$ cat src/rtl/uart_rx_fifo.sv
// -----------------------------------------------------------------------------
// uart_rx_fifo
//
// 8N1 UART receiver feeding a small show-ahead receive FIFO. The serial line is
// synchronised, framed by a five-state receiver (IDLE/START/DATA/STOP/BREAK),
// and complete bytes are pushed into a circular buffer that the host pops one
// entry at a time. A line held low produces a single framing error and is then
// parked in BREAK until it returns high, so it never yields phantom bytes.
//
// Parameters
//   CLK_FREQ_HZ  system clock frequency
//   BAUD_RATE    line rate; CLK_FREQ_HZ / BAUD_RATE must be at least 8
//   FIFO_DEPTH   entry count; power of 2, at least 2
//
// Ports
//   CLK         system clock, rising edge
//   RESET       asynchronous active-high reset
//   RXD         asynchronous serial input, idle high
//   rd_en       pop the head entry (ignored while the FIFO is empty)
//   err_clr     clear frame_err and overrun (a simultaneous set wins)
//   rd_data     head entry of the FIFO (show-ahead)
//   rx_valid    FIFO not empty
//   fifo_count  FIFO occupancy
//   frame_err   sticky: a stop bit was sampled low
//   overrun     sticky: a received byte was dropped because the FIFO was full
// -----------------------------------------------------------------------------
module uart_rx_fifo #(
  parameter int CLK_FREQ_HZ = 12_000_000,
  parameter int BAUD_RATE   = 115200,
  parameter int FIFO_DEPTH  = 4
) (
  input  logic                          CLK,
  input  logic                          RESET,
  input  logic                          RXD,
  input  logic                          rd_en,
  input  logic                          err_clr,
  output logic [7:0]                    rd_data,
  output logic                          rx_valid,
  output logic [$clog2(FIFO_DEPTH):0]   fifo_count,
  output logic                          frame_err,
  output logic                          overrun
);

  localparam int CLKS_PER_BIT = CLK_FREQ_HZ / BAUD_RATE;
  localparam int BAUD_W       = $clog2(CLKS_PER_BIT);
  localparam int PTR_W        = $clog2(FIFO_DEPTH);

  // The baud counter counts down to zero; loading N-1 makes the next expiry
  // land exactly N cycles later.
  localparam logic [BAUD_W-1:0] HALF_LOAD = BAUD_W'(CLKS_PER_BIT / 2 - 1);
  localparam logic [BAUD_W-1:0] FULL_LOAD = BAUD_W'(CLKS_PER_BIT - 1);
  localparam logic [PTR_W:0]    FULL_CNT  = (PTR_W + 1)'(FIFO_DEPTH);

  typedef enum logic [2:0] {
    S_IDLE,
    S_START,
    S_DATA,
    S_STOP,
    S_BREAK
  } state_t;

  // ---------------------------------------------------------------------------
  // Input synchroniser. Resets to the idle level so a reset never looks like a
  // start bit.
  // ---------------------------------------------------------------------------
  logic rx_meta;
  logic rxs;

  // NOTE: clocked state uses non-blocking assignments so every flop samples
  // the pre-edge value of its neighbours regardless of statement order.
  always_ff @(posedge CLK or posedge RESET) begin
    if (RESET) begin
      rx_meta <= 1'b1;
      rxs     <= 1'b1;
    end else begin
      rx_meta <= RXD;
      rxs     <= rx_meta;
    end
  end

  // ---------------------------------------------------------------------------
  // Receiver FSM: state register
  // ---------------------------------------------------------------------------
  state_t            state;
  state_t            state_next;
  logic [BAUD_W-1:0] baud_cnt;
  logic [2:0]        bit_cnt;
  logic [7:0]        shift_reg;
  logic              baud_tick;

  assign baud_tick = (baud_cnt == '0);

  always_ff @(posedge CLK or posedge RESET) begin
    if (RESET) state <= S_IDLE;
    else       state <= state_next;
  end

  // ---------------------------------------------------------------------------
  // Receiver FSM: next-state logic
  // ---------------------------------------------------------------------------
  // NOTE: every combinational block assigns a default first, so no path can
  // leave a signal unassigned and infer a latch.
  always_comb begin
    state_next = state;
    unique case (state)
      S_IDLE:  if (!rxs) state_next = S_START;
      S_START: if (baud_tick) state_next = rxs ? S_IDLE : S_DATA;
      S_DATA:  if (baud_tick && (bit_cnt == 3'd7)) state_next = S_STOP;
      S_STOP:  if (baud_tick) state_next = rxs ? S_IDLE : S_BREAK;
      S_BREAK: if (rxs) state_next = S_IDLE;
      default: state_next = S_IDLE;
    endcase
  end

  // ---------------------------------------------------------------------------
  // Receiver FSM: output / control strobes
  // ---------------------------------------------------------------------------
  logic load_half;   // falling edge seen in IDLE: aim at the middle of start
  logic load_full;   // start confirmed or data bit taken: wait one bit time
  logic shift_en;    // sample a data bit into the shift register
  logic push_byte;   // good stop bit: hand the byte to the FIFO
  logic frame_set;   // bad stop bit

  always_comb begin
    load_half = 1'b0;
    load_full = 1'b0;
    shift_en  = 1'b0;
    push_byte = 1'b0;
    frame_set = 1'b0;
    unique case (state)
      S_IDLE:  load_half = !rxs;
      S_START: load_full = baud_tick && !rxs;
      S_DATA: begin
        load_full = baud_tick;
        shift_en  = baud_tick;
      end
      S_STOP: begin
        push_byte = baud_tick && rxs;
        frame_set = baud_tick && !rxs;
      end
      default: ;
    endcase
  end

  // ---------------------------------------------------------------------------
  // Receiver datapath: baud counter, bit counter, shift register
  // ---------------------------------------------------------------------------
  always_ff @(posedge CLK or posedge RESET) begin
    if (RESET) begin
      baud_cnt  <= '0;
      bit_cnt   <= '0;
      shift_reg <= '0;
    end else begin
      if (load_half)          baud_cnt <= HALF_LOAD;
      else if (load_full)     baud_cnt <= FULL_LOAD;
      else if (!baud_tick)    baud_cnt <= baud_cnt - BAUD_W'(1);

      // Bit 7 wraps the counter back to 0, ready for the next frame.
      if (load_half)          bit_cnt <= '0;
      else if (shift_en)      bit_cnt <= bit_cnt + 3'd1;

      // LSB arrives first, so shift in from the top.
      if (shift_en)           shift_reg <= {rxs, shift_reg[7:1]};
    end
  end

  // ---------------------------------------------------------------------------
  // Receive FIFO
  // ---------------------------------------------------------------------------
  logic [7:0]       mem [FIFO_DEPTH];
  logic [PTR_W-1:0] wr_ptr;
  logic [PTR_W-1:0] rd_ptr;
  logic [PTR_W:0]   count;
  logic             fifo_full;
  logic             fifo_empty;
  logic             do_pop;
  logic             do_push;
  logic             drop_byte;

  assign fifo_full  = (count == FULL_CNT);
  assign fifo_empty = (count == '0);
  assign do_pop     = rd_en && !fifo_empty;
  // When full, a same-cycle pop frees the head slot, which is the slot the
  // write pointer already points at, so the push can still be accepted.
  assign do_push    = push_byte && (!fifo_full || do_pop);
  assign drop_byte  = push_byte && fifo_full && !do_pop;

  // NOTE: the storage array is reset because it is only a handful of bytes
  // and rd_data must read back as zero after reset; deeper buffers would
  // normally leave the RAM unreset and gate the output instead.
  always_ff @(posedge CLK or posedge RESET) begin
    if (RESET) begin
      for (int i = 0; i < FIFO_DEPTH; i++) mem[i] <= '0;
    end else if (do_push) begin
      mem[wr_ptr] <= shift_reg;
    end
  end

  always_ff @(posedge CLK or posedge RESET) begin
    if (RESET) begin
      wr_ptr <= '0;
      rd_ptr <= '0;
      count  <= '0;
    end else begin
      if (do_push) wr_ptr <= wr_ptr + PTR_W'(1);
      if (do_pop)  rd_ptr <= rd_ptr + PTR_W'(1);
      unique case ({do_push, do_pop})
        2'b10:   count <= count + (PTR_W + 1)'(1);
        2'b01:   count <= count - (PTR_W + 1)'(1);
        default: count <= count;
      endcase
    end
  end

  // ---------------------------------------------------------------------------
  // Sticky error flags; a set event on the same cycle as err_clr wins.
  // ---------------------------------------------------------------------------
  always_ff @(posedge CLK or posedge RESET) begin
    if (RESET) begin
      frame_err <= 1'b0;
      overrun   <= 1'b0;
    end else begin
      if (frame_set)    frame_err <= 1'b1;
      else if (err_clr) frame_err <= 1'b0;

      if (drop_byte)    overrun <= 1'b1;
      else if (err_clr) overrun <= 1'b0;
    end
  end

  // Outputs come straight from registers; no input reaches them combinationally.
  assign rd_data    = mem[rd_ptr];
  assign rx_valid   = !fifo_empty;
  assign fifo_count = count;

endmodule
$ cat config.mk
export PLATFORM = sky130hd
export DESIGN_NAME = uart_rx_fifo
export DESIGN_NICKNAME = d
export VERILOG_FILES = /design/src/rtl/uart_rx_fifo.sv
export SDC_FILE = /design/constraint.sdc
export NUM_CORES = 1
export LEC_CHECK = 0
export BUFFER_PORTS_ARGS = -buffer_cell sky130_fd_sc_hd__buf_2
export CORE_UTILIZATION = 64
export CTS_CLUSTER_DIAMETER = 40
export DETAILED_ROUTE_END_ITERATION = 8
export PLACE_DENSITY = 0.83
export SYNTH_ARGS = -nofsm -noshare
export SYNTH_HDL_FRONTEND = slang
export SYNTH_SLANG_ARGS = --single-unit
export TNS_END_PERCENT = 30
$ cat constraint.sdc
create_clock -name CLK -period 7.21 [get_ports CLK]
set_clock_uncertainty 0.2 [all_clocks]
set_input_delay 0.3605 -clock CLK [delete_from_list [all_inputs] [get_ports CLK]]
set_output_delay 0.3605 -clock CLK [all_outputs]
set_load 0.01 [all_outputs]
Yosys cells after proc, flatten, opt, wreduce, memory -nomap -nowiden
Index checks and enable logic that the tools add are counted.
- register bits: 64
- bits in latches: 0
- bits in writable memories: 0
- memory bits (read-only): 0
- bits of input ports: 5
- output and inout port bits: 14
- logic and storage cells: 89
- memories kept: 0
- add/sub/neg operators: 6
- multipliers: 0
- divide/modulo/power cells: 0
- magnitude comparators: 3
- eq/ne operators: 14
- shifts and indexed selects: 0
- multiplexer cells: 28
- bitwise gates (word level): 2
- reductions and logical operators: 21
- operator list (kind ; count):
    $bwmux 32 ; 1
    $mux 3 ; 8
    $mux 8 ; 3
    $mux 7 ; 3
    $bmux 8 s2 ; 1
    $demux 8 s2 ; 1
    $pmux 3 s5 ; 1
    $ne 2x2->1 const B ; 5
    $eq 3x3->1 const B ; 3
    $logic_and 1x1->1 ; 8
    $reduce_bool 2->1 ; 4
    $logic_not 7->1 ; 1
    $mux 1 ; 7
    $sub 7x1->7 const B ; 1
    $add 3x1->3 const B ; 2
    $eq 3x2->1 const B ; 2
    $ge 3x3->1 const B ; 2
    $logic_not 3->1 ; 2
    $not 2->3 ; 2
    $pmux 3 s2 ; 1
    $reduce_and 5->1 ; 1
    $add 2x1->2 const B ; 2
    $logic_not 1->1 ; 4
    $eq 3x1->1 const B ; 1
    other kinds (8) ; 8

Logic depth before layout (Yosys ltp)
Gate-level depths: netlist of run 1.
- depth in word-level cells: 7
- depth in mapped cells: 13
- mapped depth without buffers: 12

Least setup slack after synthesis of run 1
OpenSTA, ideal clock, no wires.
- path type: register to register
- from: register count[0], in the netlist fifo_count[0]
- to: register count[2], in the netlist fifo_count[2]
- data arrival time: 2478 ps
- required time: 6931 ps
- slack: 4453 ps
- cell stages (with the launch flop): 11
- buffers on the path: 1
- period minus slack after synthesis: 2757 ps
- path through: dfrtp_1 > or4b_2 > buf_4 > and2_2 > inv_1 > ha_1 > inv_1 > fa_1 > xor2_1 > nor2_1 > xor2_1
- longest elaborated chain between the ends: 7
- elaborated cells between the ends (all ways): 13
- classes of those cells: add/sub: 2; eq/ne: 3; mux: 1; reduce/logical: 7
- RTL lines (item ; line ; RTL):
    start: declaration ; 173 ; logic [PTR_W:0] count;
    start signal: assignment ; 208 ; 2'b10: count <= count + (PTR_W + 1)'(1);
    start signal: assignment ; 209 ; 2'b01: count <= count - (PTR_W + 1)'(1);
    start signal: assignment ; 210 ; default: count <= count;
    $logic_not 3->1 ; 181 ; assign fifo_empty = (count == '0);
    $logic_not 1->1 ; 182 ; assign do_pop = rd_en && !fifo_empty;
    $logic_and 1x1->1 ; 182 ;
    $logic_or 1x1->1 ; 185 ; assign do_push = push_byte && (!fifo_full || do_pop);
    $logic_and 1x1->1 ; 185 ;
    $eq 2x1->1 / $eq 2x2->1 (equally long branches) ; 207 ; unique case ({do_push, do_pop})
    $pmux 3 s2 / $reduce_bool 2->1 (equally long branches) ; -- ;
Several ways; a longest one is shown, not always the timed one.
A chain may end at the register's enable or synchronous reset.

Worst setup path in the final report of run 1
- from: register baud_cnt[0]
- to: register count[2], in the netlist fifo_count[2]
- longest elaborated chain between the ends: 6
- elaborated cells between the ends (all ways): 8
- classes of those cells: eq/ne: 2; mux: 2; reduce/logical: 4
- RTL lines (item ; line ; RTL):
    start: declaration ; 86 ; logic [BAUD_W-1:0] baud_cnt;
    start signal: assignment ; 156 ; else if (!baud_tick) baud_cnt <= baud_cnt - BAUD_W'(1);
    $logic_not 7->1 (*) ; 91 ; assign baud_tick = (baud_cnt == '0);
    $logic_and 1x1->1 (*) ; 138 ; push_byte = baud_tick && rxs;
    $mux 1 (*) ; 130 ; unique case (state)
    $logic_and 1x1->1 (*) ; 185 ;
    $eq 2x1->1 / $eq 2x2->1 (equally long branches) ; 207 ;
    $pmux 3 s2 / $reduce_bool 2->1 (equally long branches) ; -- ;
Mark *: on every way between the ends. The rest lies on a longest branch, timed or not.

==> results of run 1 <==
==> report_power, final <==
part	switching, mW	internal [mW]
Sequential	0.0372	0.375
Clock	0.121	0.137
Combinational	0.0420	0.0491
Total	0.200	0.562
==> cell usage after synthesis, drive strengths merged, types with 3 or more instances <==
master / number / area (um2)
a21oi: 4 / 20.0
and2: 4 / 27.5
buf: 5 / 32.5
dfrtp: 62 / 1550
ha: 9 / 113
inv: 13 / 48.8
mux2: 40 / 465
mux4: 8 / 180
nand2: 7 / 26.3
nand3: 10 / 100
nor2: 8 / 30.0
nor2b: 3 / 18.8
o21ai: 7 / 35.0
or3: 4 / 25.0
xnor2: 6 / 52.6
xor2: 5 / 43.8
==> layout by cell type (no fill, tap or decap), types with 7 or more instances in the layout <==
| master | netlist | layout |
|---|---|---|
| inv_1 | 13 | 12 |
| o21ai_0 | 7 | 7 |
| dfrtp_1 | 62 | 62 |
| ha_1 | 9 | 9 |
| nand2_1 | 7 | 7 |
| clkbuf_8 | 0 | 11 |
| mux2_2 | 36 | 36 |
| nor2_1 | 8 | 8 |
| buf_2 | 2 | 18 |
| mux4_2 | 8 | 8 |
==> worst max-delay path, cell delays in order, from the launching register on <==
cell and delay [ns]:
dfrtp_1 0.37, inv_1 0.12, ha_1 0.17, nor4b_4 0.35
and4_1 0.56, and2_2 0.25, inv_1 0.05, ha_1 0.20
inv_1 0.07, fa_1 0.17, xor2_1 0.15, nor2_1 0.07
xor2_1 0.14
==> how the worst min path moves through the flow <==
stage | cells past startpoint | to | slack [ns] | start
4_1_cts | 2 | overrun$_DFFE_PP0P_ | 0.02 | err_clr
5_1_grt | 2 | overrun$_DFFE_PP0P_ | 0.03 | err_clr
6_report | 2 | overrun$_DFFE_PP0P_ | 0.04 | err_clr
3_5_place_dp | 0 | rxs$_DFF_PP1_ | 0.15 | rx_meta$_DFF_PP1_
3_3_place_gp | 0 | rxs$_DFF_PP1_ | 0.15 | rx_meta$_DFF_PP1_
2_1_floorplan | 0 | rxs$_DFF_PP1_ | 0.15 | rx_meta$_DFF_PP1_
==> final cells by class <==
| class | instances | share of cell area |
|---|---|---|
| inverters | 13 | 0.0147 |
| flip-flops and latches | 64 | 0.485 |
| repair buffers | 20 | 0.0325 |
| multi-input cells | 135 | 0.400 |
| well taps | 52 | 0.0197 |
| clock buffers | 12 | 0.0469 |
| clock inverters | 1 | 0.00151 |
==> per-layer routing <==
metal	up-vias	wire length [um]
met3	10	146
met4	0	99
met5	-	0
li1	832	-
met2	27	2490
met1	877	2160
==> repair_timing <==
| action | CTS | global route |
|---|---|---|
| buffers inserted | 0 | 0 |
| hold endpoints to repair | 1 | 0 |
| hold buffers | 1 | 0 |
==> kinds of logic (layout without fill, tap and decap cells) <==
kind of cell               count (synthesis)  in the layout  synth area share
DFF                                       64             64             0.532
and+or+nand+nor                           44             44             0.101
AOI/OAI and AO/OA                         20             20            0.0411
xor gates and xnor gates                  11             11            0.0319
buffers and inverters                     20             46            0.0294
adders and majority gates                 10             10            0.0440
muxes                                     50             50             0.221
==> stage by stage <==
stage          area [um2]  hold slack, ns   util  worst slack (ns)
4_1_cts              3310          0.0204  0.745              4.25
6_report             3310          0.0385  0.745              4.23
3_5_place_dp         3140           0.151  0.706              4.26
2_1_floorplan        3020           0.145      -              4.45
5_1_grt              3310          0.0252  0.745              4.04
3_3_place_gp         3140           0.147  0.706              4.36
==> results by group, run 1 <==
GRT
  • Grt ovf: 0
  • Initial antenna violation count: 0
  • GR Util met2: 0.373
  • First-pass GRT wire length: 8.45 mm
  • GR Util met1: 0.292
  • Gr usage total: 0.229
  • Largest net degree at the start of global routing: 65
  • Met3 usage: 0.0684
  • GR peak layer: met2
  • Vias in the first global route: 1,794

Place
  • Placed insts: 283
  • I/O Buffers: 18
  • Dpl hpwl: 3.26 mm
  • RePlAce Congestion: 0.838

Die
  • Die footprint: 4990 um2
  • Die Span Y: 70.7 um
  • Initial Utilization: 0.679
  • Row Count: 24
  • Core area: 4440 um2
  • I/O pin count: 19
  • Die X: 70.7 um

Pwr
  • IR drop worst, VDD: 205 uV
  • PwrDens: 230 nW/um2
  • Tot Pwr: 0.762 mW
  • P_leak: 1.64 nW

STA
  • Final hold viol count: 0
  • # setup viols final: 0
  • Final Cycle Share: 0.413
  • Slew @ Worst Pin: 0.764 ns
  • Slew headroom: 0.491
  • Setup_tns: 0 ns
  • Max Slew Vio Count: 0
  • RSZ-0062 raised after global routing: false
  • Final Critical Period: 2.98 ns
  • Fmax achieved: 335 MHz

Yosys
  • Synthesis-stage register bit count: 64
  • Asr flop ratio synth: 1.00
  • Primary flip-flop cell chosen by synthesis mapping: dfrtp_1
  • Syn_nets: 234
  • Sequential fraction of the synthesis area: 0.532
  • Cells after Synth: 219
  • Syn Area/Cell: 13.8 um2
  • Library cells used by synthesis: 41
  • Syn. warnings: 0
  • EDFF count, synth: 0
  • Post-Syn Area: 3020 um2

Worst setup path
  • Worst setup path class: flip-flop to flip-flop
  • WP data required: 7.22 ns
  • R2r setup slk: 4.23 ns
  • Reg2reg end: fifo_count[2]$_DFFE_PP0P_
  • Crit path to: fifo_count[2]$_DFFE_PP0P_
  • Crit start category: flip-flop
  • Data arrival time of the critical path: 2.99 ns
  • Reg2Reg Launch Point: baud_cnt[0]$_DFFE_PP0P_
  • Worst-case reg-to-reg path depth: 12
  • CP startpoint: baud_cnt[0]$_DFFE_PP0P_
  • Setup crit end kind: flip-flop
  • Worst-path fanout max: 7

Run
  • Max-cap viol count: 0

Final layout
  • Share of cells above drive strength 1: 0.371
  • Non-Filler Instances: 297
  • Layout area overhead: 9.71%
  • Multi-input gate area: 1320 um2
  • Fin nets: 258
  • FF/Latch Area: 1600 um2
  • Fillers: 301
  • Max reg flops: 32
  • Diode count: 0

Clock tree
  • Later-pin clock latency in the skew report: 0.33 ns
  • Reg clk slew, reported paths: 0.06 ns
  • CTS max path bufs: 2
  • Clk sinks: 64
  • CTS Buf Count: 9
  • H-tree levels: 3
  • TritonCTS clock tree: yes
  • Root Buffer: clkbuf_8
  • Post-CTS Resized: 0

Routing
  • DRT Pass-1 Iters: 4
  • 1st-iter DRT viols: 81
  • WL final: 4.90 mm
  • Drt wl/cell: 16.5 um
  • DRC violations left: 0
  • DR vias/cell: 5.88
  • ANT nets after route: 0
  • Via count: 1,746

Min path
  • Hold Path Class: primary input to flip-flop

Outcome
  • Status: finished clean
(Power assumes the default switching activity.)
==> run 2: changes to the inputs <==
--- a/config.mk
+++ b/config.mk
@@ -5,11 +5,12 @@
 export SDC_FILE = /design/constraint.sdc
 export NUM_CORES = 1
 export LEC_CHECK = 0
+export ABC_AREA = 1
 export BUFFER_PORTS_ARGS = -buffer_cell sky130_fd_sc_hd__buf_2
-export CORE_UTILIZATION = 64
+export CORE_UTILIZATION = 60
 export CTS_CLUSTER_DIAMETER = 40
 export DETAILED_ROUTE_END_ITERATION = 8
-export PLACE_DENSITY = 0.83
+export PLACE_DENSITY = 0.79
 export SYNTH_ARGS = -nofsm -noshare
 export SYNTH_HDL_FRONTEND = slang
 export SYNTH_SLANG_ARGS = --single-unit
==> constraint.sdc (replaced) <==
create_clock -name CLK -period 3.1 [get_ports CLK]
set_clock_uncertainty 0.2 [all_clocks]
set_input_delay 0.155 -clock CLK [delete_from_list [all_inputs] [get_ports CLK]]
set_output_delay 0.155 -clock CLK [all_outputs]
set_load 0.01 [all_outputs]
==> results by group, run 2 <==
Outcome
  • Status: finished clean

STA
  • Slew @ Worst Pin: 0.496 ns (-0.268 ns)
  • RSZ-0062 raised after global routing: false
  • # setup viols final: 0 (unchanged)
  • Final hold viol count: 0 (unchanged)
  • Slew headroom: 0.669 (+0.179)
  • Final Critical Period: 2.42 ns (-0.558 ns)
  • Max Slew Vio Count: 0 (unchanged)
  • Final Cycle Share: 0.782 (+0.368)
  • Setup_tns: 0 ns (unchanged)
  • Fmax achieved: 413 MHz (+23%)
  • Final critical-path setup slack: 0.677 ns (-3.55 ns)

Yosys
  • Sequential fraction of the synthesis area: 0.500 (-0.0321)
  • Synth top area share: 0.483 (-0.0311)
  • Post-synth top cells: nand2_1, dfrtp_1, nand4_1
  • Library cells used by synthesis: 24 (-41%)
  • Most frequent cell after synthesis: nand2_1
  • EDFF count, synth: 0 (unchanged)
  • Synthesis-stage register bit count: 64 (unchanged)
  • Main area contributors after synthesis: dfrtp_1, nand2_1, nand4_1
  • Asr flop ratio synth: 1.00 (unchanged)
  • Syn. warnings: 0 (unchanged)
  • Post-synth top area cell: dfrtp_1
  • Primary flip-flop cell chosen by synthesis mapping: dfrtp_1
  • Post-Syn Area: 3210 um2 (+6.4%)
  • Cells after Synth: 377 (+72%)
  • Syn_nets: 392 (+68%)
  • Syn Area/Cell: 8.52 um2 (-38%)

Die
  • Row Count: 26 (+8.3%)
  • Core area: 5140 um2 (+16%)
  • Die footprint: 5650 um2 (+13%)
  • Die X: 75.2 um (+6.4%)
  • Die Span Y: 75.2 um (+6.4%)
  • I/O pin count: 19 (unchanged)
  • Initial Utilization: 0.625 (-0.0541)

Pwr
  • P_leak: 1.85 nW (+13%)
  • PwrDens: 634 nW/um2 (+180%)
  • Net Sw Frac: 0.318 (+0.0555)
  • Internal: 1.53 mW (+170%)
  • Psw: 0.715 mW (+260%)
  • IR drop worst, VDD: 549 uV (+170%)
  • Gate power share: 0.248 (+0.128)
  • Part of the power in registers: 0.407 (-0.135)
  • Clock power frac: 0.345 (+0.006)

Clock tree
  • H-tree levels: 3 (unchanged)
  • Post-CTS Resized: 0 (unchanged)
  • TritonCTS clock tree: yes
  • Reg clk slew, reported paths: 0.07 ns (about the same)
  • Later-pin clock latency in the skew report: 0.34 ns (about the same)
  • CTS Buf Count: 9 (unchanged)
  • Root Buffer: clkbuf_8
  • Post-CTS setup buffer count: 0 (unchanged)
  • CTS max path bufs: 2 (unchanged)
  • Clk sinks: 64 (unchanged)

Worst setup path
  • Worst path top cell family by delay: adder cells
  • Crit path cell chain: inv_1 -> ha_1 -> inv_1 -> nor2_2 -> nand3_4 -> nor2_4 -> nand2_1 -> ha_1 -> inv_1 -> fa_1 -> a21oi_1 -> o21ai_0 -> xor2_1
  • Worst setup path class: flip-flop to flip-flop
  • Crit start category: flip-flop
  • Data arrival time of the critical path: 2.44 ns (-0.55 ns)
  • Crit-path slowest cell: fa_1
  • WP data required: 3.12 ns (-4.10 ns)
  • CP most frequent cell: inv_1
  • Worst-path fanout max: 9 (+2)
  • Bufs and invs on worst path: 3 (unchanged)
  • CP max stage delay: 0.37 ns (-0.19 ns)
  • Setup crit end kind: flip-flop

Final layout
  • Diode count: 0 (unchanged)
  • Max reg flops: 32 (unchanged)
  • Share of cells above drive strength 1: 0.124 (-0.248)
  • Layout area overhead: 10.4%
  • Commonest non-fill, non-tap cell in the layout: nand2_1
  • Commonest non-fill, non-tap cells in the layout: nand2_1, dfrtp_1, nand4_1
  • Fin nets: 414 (+60%)
  • Final core utilization: 0.690 (-0.0548)
  • Design area: 3550 um2 (+7.1%)

Routing
  • ANT nets after route: 0 (unchanged)
  • DRT Pass-1 Iters: 5 (+1)
  • DR vias/cell: 5.53 (-5.9%)
  • Drt wl/cell: 14.9 um (-9.9%)
  • DRC violations left: 0 (unchanged)
  • Via count: 2,623 (+50%)
  • WL final: 7.04 mm (+44%)
  • 1st-iter DRT viols: 247 (+200%)

GRT
  • Gr usage total: 0.275 (+0.0456)
  • First-pass GRT wire length: 11.2 mm (+33%)
  • Initial antenna violation count: 0 (unchanged)
  • Largest net degree at the start of global routing: 40 (-38%)
  • Grt ovf: 0 (unchanged)
  • Vias in the first global route: 2,399 (+34%)

Place
  • Area after DPL: 3300 um2 (+5.1%)
  • RePlAce Congestion: 0.889 (+6.0%)
  • I/O Buffers: 18 (unchanged)
  • Dpl hpwl: 4.71 mm (+44%)
  • DP Worst Slack: 0.710 ns (-3.55 ns)

Run
  • Max-cap viol count: 0 (unchanged)

Min path
  • Hold Path Class: primary input to flip-flop
-- run 2: cell types whose count changed in the layout (fill, tap and decap cells not counted), sizes merged, moves of 10 or more --
cell	delta
o21ai	+20
mux2	-40
nand4	+33
nand3	+10
inv	+15
nor2	+25
nand2	+111
-- run 2: layout make-up --
cell class | instances | area [um2]
Tap cell | 70 | 87.6
Clock buffer | 14 | 183
Multi-Input combinational cell | 268 | 1360
Fill cell | 443 | 1590
Clock inverter | 2 | 35.0
Timing Repair Buffer | 28 | 173
Sequential cell | 64 | 1600
Inverter | 28 | 105
-- run 2: through the flow --
step                power [mW]  hold WS [ns]  std cells
finish                    2.25        0.0414        474
global route              2.37        0.0582        474
CTS                       2.26        0.0327        474
detailed placement        1.48       -0.0674        455
global placement          1.46       -0.0731        455
floorplan                 1.30       -0.0405        377
-- run 2: power groups by stage --
stage               Sequential [mW]  Clock (mW)  Combinational [mW]
finish                        0.915       0.775               0.557
CTS                           0.913       0.785               0.558
global route                  0.918       0.818               0.633
global placement              0.926           0               0.535
detailed placement            0.928           0               0.553
floorplan                     0.925           0               0.373
-- run 2: cell families after synthesis --
| logic type | share of synthesized area |
|---|---|
| compound gates | 0.0729 |
| buf+inv | 0.0772 |
| xor+xnor | 0.0164 |
| flops | 0.500 |
| simple gates | 0.293 |
| fa+ha+maj | 0.0413 |
-- run 2: routing by layer --
metal | up-vias | track usage | wire [um] | share of wire
met5 | - | 0 | 0 | 0
met4 | 0 | 0.123 | 106 | 0.015
li1 | 1293 | - | - | -
met1 | 1262 | 0.364 | 3200 | 0.45
met2 | 54 | 0.448 | 3420 | 0.49
met3 | 14 | 0.0442 | 311 | 0.044
-- run 2: final timing paths --
kind	startpoint	end	slack, ns	depth (start not counted)
setup / recovery	baud_cnt[0]$_DFFE_PP0P_	fifo_count[2]$_DFFE_PP0P_	0.68	13
hold / removal	rd_en	rd_ptr[1]$_DFFE_PP0P_	0.04	5
setup reg to reg	baud_cnt[0]$_DFFE_PP0P_	fifo_count[2]$_DFFE_PP0P_	0.68	13
hold reg to reg	rx_meta$_DFF_PP1_	rxs$_DFF_PP1_	0.16	0
max in group asynchronous	RESET	rx_meta$_DFF_PP1_	1.85	4
min in group asynchronous	RESET	mem[16]$_DFFE_PP0P_	0.12	3
-- run 2: worst reg2reg max path, stage by stage, from the launching register on --
cell and delay [ns]:
dfrtp_1 0.36, inv_1 0.10, ha_1 0.24, inv_1 0.07, nor2_2 0.04, nand3_4 0.11
nor2_4 0.06, nand2_1 0.10, ha_1 0.15, inv_1 0.06, fa_1 0.37, a21oi_1 0.15
o21ai_0 0.12, xor2_1 0.16
-- run 2: timing repair --
item | CTS | global route
hold buffers | 3 | 0
setup endpoints to repair | 0 | 0
endpoints found under the hold margin | 38 | 0
==> run 3: changes to the inputs <==
==> constraint.sdc (replaced) <==
create_clock -name CLK -period 2.3 [get_ports CLK]
set_clock_uncertainty 0.2 [all_clocks]
set_input_delay 0.115 -clock CLK [delete_from_list [all_inputs] [get_ports CLK]]
set_output_delay 0.115 -clock CLK [all_outputs]
set_load 0.01 [all_outputs]
==> results by group, run 3 (synthesized netlist as in run 2, its figures left out) <==
Outcome
  • Status: finished clean

Worst setup path
  • Worst path top cell family by delay: adder cells
  • CP most frequent cell: inv_2
  • Crit path cell chain: inv_2 -> ha_4 -> inv_1 -> nor2_2 -> nand3_4 -> nor2_4 -> nand2_2 -> ha_1 -> inv_2 -> fa_1 -> a21oi_1 -> o21ai_0 -> xor2_1
  • CP Depth: 13 (unchanged)
  • Worst-path fanout max: 4 (-5)
  • Setup crit end kind: flip-flop
  • Worst setup path class: flip-flop to flip-flop
  • Crit-path slowest cell: dfrtp_1
  • Bufs and invs on worst path: 3 (unchanged)
  • Crit start category: flip-flop
  • Worst-case reg-to-reg path depth: 13 (unchanged)
  • Data arrival time of the critical path: 2.24 ns (-0.20 ns)
  • CP max stage delay: 0.37 ns (about the same)
  • WP data required: 2.34 ns (-0.78 ns)

STA
  • RSZ-0062 raised after global routing: true
  • Final Critical Period: 2.21 ns (-0.216 ns)
  • Fmax achieved: 453 MHz (+9.8%)
  • Slew headroom: 0.536 (-0.133)
  • Final Cycle Share: 0.960 (+0.178)
  • Final critical-path setup slack: 0.0929 ns (-0.584 ns)
  • Setup_tns: 0 ns (unchanged)
  • Final hold viol count: 0 (unchanged)
  • Min Hold Slack: 0.158 ns (+0.117 ns)
  • # setup viols final: 0 (unchanged)
  • Slew @ Worst Pin: 0.695 ns (+0.198 ns)
  • Max Slew Vio Count: 0 (unchanged)

Place
  • I/O Buffers: 18 (unchanged)
  • DP Worst Slack: 0.0477 ns (-0.663 ns)
  • Area after DPL: 3350 um2 (+1.4%)
  • Dpl hpwl: 4.68 mm (-0.61%)
  • RePlAce Congestion: 0.834 (-6.2%)

Routing
  • WL met3: 332 um (+6.8%)
  • DRC violations left: 0 (unchanged)
  • Via count: 2,679 (+2.1%)
  • 1st-iter DRT viols: 298 (+21%)
  • DR vias/cell: 5.60 (+1.3%)
  • DRT Pass-1 Iters: 5 (unchanged)
  • Met1 wire length: 3.38 mm (+5.5%)
  • ANT nets after route: 0 (unchanged)
  • Highest metal used: met4
  • WL final: 7.33 mm (+4.0%)
  • Drt wl/cell: 15.3 um (+3.2%)
  • DR WL met2: 3.41 mm (-0.44%)

Min path
  • Min-Delay Path Depth: 0 (-5)
  • Hold Path Class: flip-flop to flip-flop

Final layout
  • Commonest non-fill, non-tap cells in the layout: nand2_1, dfrtp_1, nand4_1
  • Share of cells above drive strength 1: 0.154 (+0.0306)
  • Design area: 3650 um2 (+2.9%)
  • Commonest non-fill, non-tap cell in the layout: nand2_1
  • Fin nets: 418 (+0.97%)
  • Layout area overhead: 13.6%
  • Max reg flops: 32 (unchanged)
  • Diode count: 0 (unchanged)

Pwr
  • PwrDens: 878 nW/um2 (+39%)
  • P_leak: 1.87 nW (+0.91%)
  • IR drop worst, VDD: 1110 uV (+100%)

Die
  • Row Count: 26 (unchanged)
  • Initial Utilization: 0.625 (unchanged)
  • Die footprint: 5650 um2 (unchanged)
  • Die X: 75.2 um (unchanged)
  • Die Span Y: 75.2 um (unchanged)
  • I/O pin count: 19 (unchanged)
  • Core area: 5140 um2 (unchanged)

Clock tree
  • CTS Buf Count: 9 (unchanged)
  • CTS max path bufs: 2 (unchanged)
  • Later-pin clock latency in the skew report: 0.35 ns (about the same)
  • H-tree levels: 3 (unchanged)
  • Post-CTS setup buffer count: 0 (unchanged)
  • Reg clk slew, reported paths: 0.07 ns (about the same)
  • TritonCTS clock tree: yes
  • Root Buffer: clkbuf_8
  • Clk sinks: 64 (unchanged)

GRT
  • Largest net degree at the start of global routing: 40 (unchanged)
  • Vias in the first global route: 2,443 (+1.8%)
  • First-pass GRT wire length: 11.7 mm (+4.0%)
  • Initial antenna violation count: 0 (unchanged)
  • Gr usage total: 0.288 (+0.0135)
  • Grt ovf: 0 (unchanged)

Run
  • Max-cap viol count: 0 (unchanged)
run 3: cell count changes in the layout (fill, tap and decap cells not counted), sizes merged:
cell / change
clkbuf: -5
buf: +3
inv: +1
clkinvlp: +2
dlygate4sd3: +1
bufinv: +2
run 3: where the power goes:
| group | switching (mW) | internal (mW) | total, mW |
|---|---|---|---|
| clock network | 0.471 | 0.721 | 1.19 |
| logic | 0.498 | 0.280 | 0.778 |
| registers | 0.0604 | 1.18 | 1.24 |
| total | 1.03 | 2.18 | 3.21 |
run 3: layout make-up:
cell class | instances | area (um2)
flip-flops and latches | 64 | 1600
fillers | 420 | 1490
multi-input cells | 268 | 1390
well taps | 70 | 87.6
clock inverters | 7 | 119
repair buffers | 32 | 218
inverters | 28 | 105
clock buffers | 9 | 124
run 3: timing repair:
action | CTS | global route
endpoints found under the setup margin | 0 | 26
hold buffers | 4 | 0
endpoints found under the hold margin | 36 | 0
gates resized for setup | 0 | 5
run 3: routing by layer:
metal / track usage / vias up
met2: 0.434 / 88
li1: - / 1301
met3: 0.0683 / 23
met4: 0.142 / 0
met1: 0.394 / 1267
met5: 0 / -
run 3: final timing paths:
check	start	end	slack, ns
worst max-delay path	baud_cnt[1]$_DFFE_PP0P_	fifo_count[2]$_DFFE_PP0P_	0.09
worst min-delay path	rx_meta$_DFF_PP1_	rxs$_DFF_PP1_	0.16
worst max register to register	baud_cnt[1]$_DFFE_PP0P_	fifo_count[2]$_DFFE_PP0P_	0.09
worst min register to register	rx_meta$_DFF_PP1_	rxs$_DFF_PP1_	0.16
max in group asynchronous	RESET	rx_meta$_DFF_PP1_	1.02
min in group asynchronous	RESET	mem[1]$_DFFE_PP0P_	0.21
run 3: metrics by stage:
stage          cells  power [mW]   util
3_3_place_gp     458        1.98  0.651
2_1_floorplan    377        1.76      -
4_1_cts          478        3.21  0.706
5_1_grt          478        3.38  0.710
6_report         478        3.21  0.710
3_5_place_dp     458        2.00  0.651
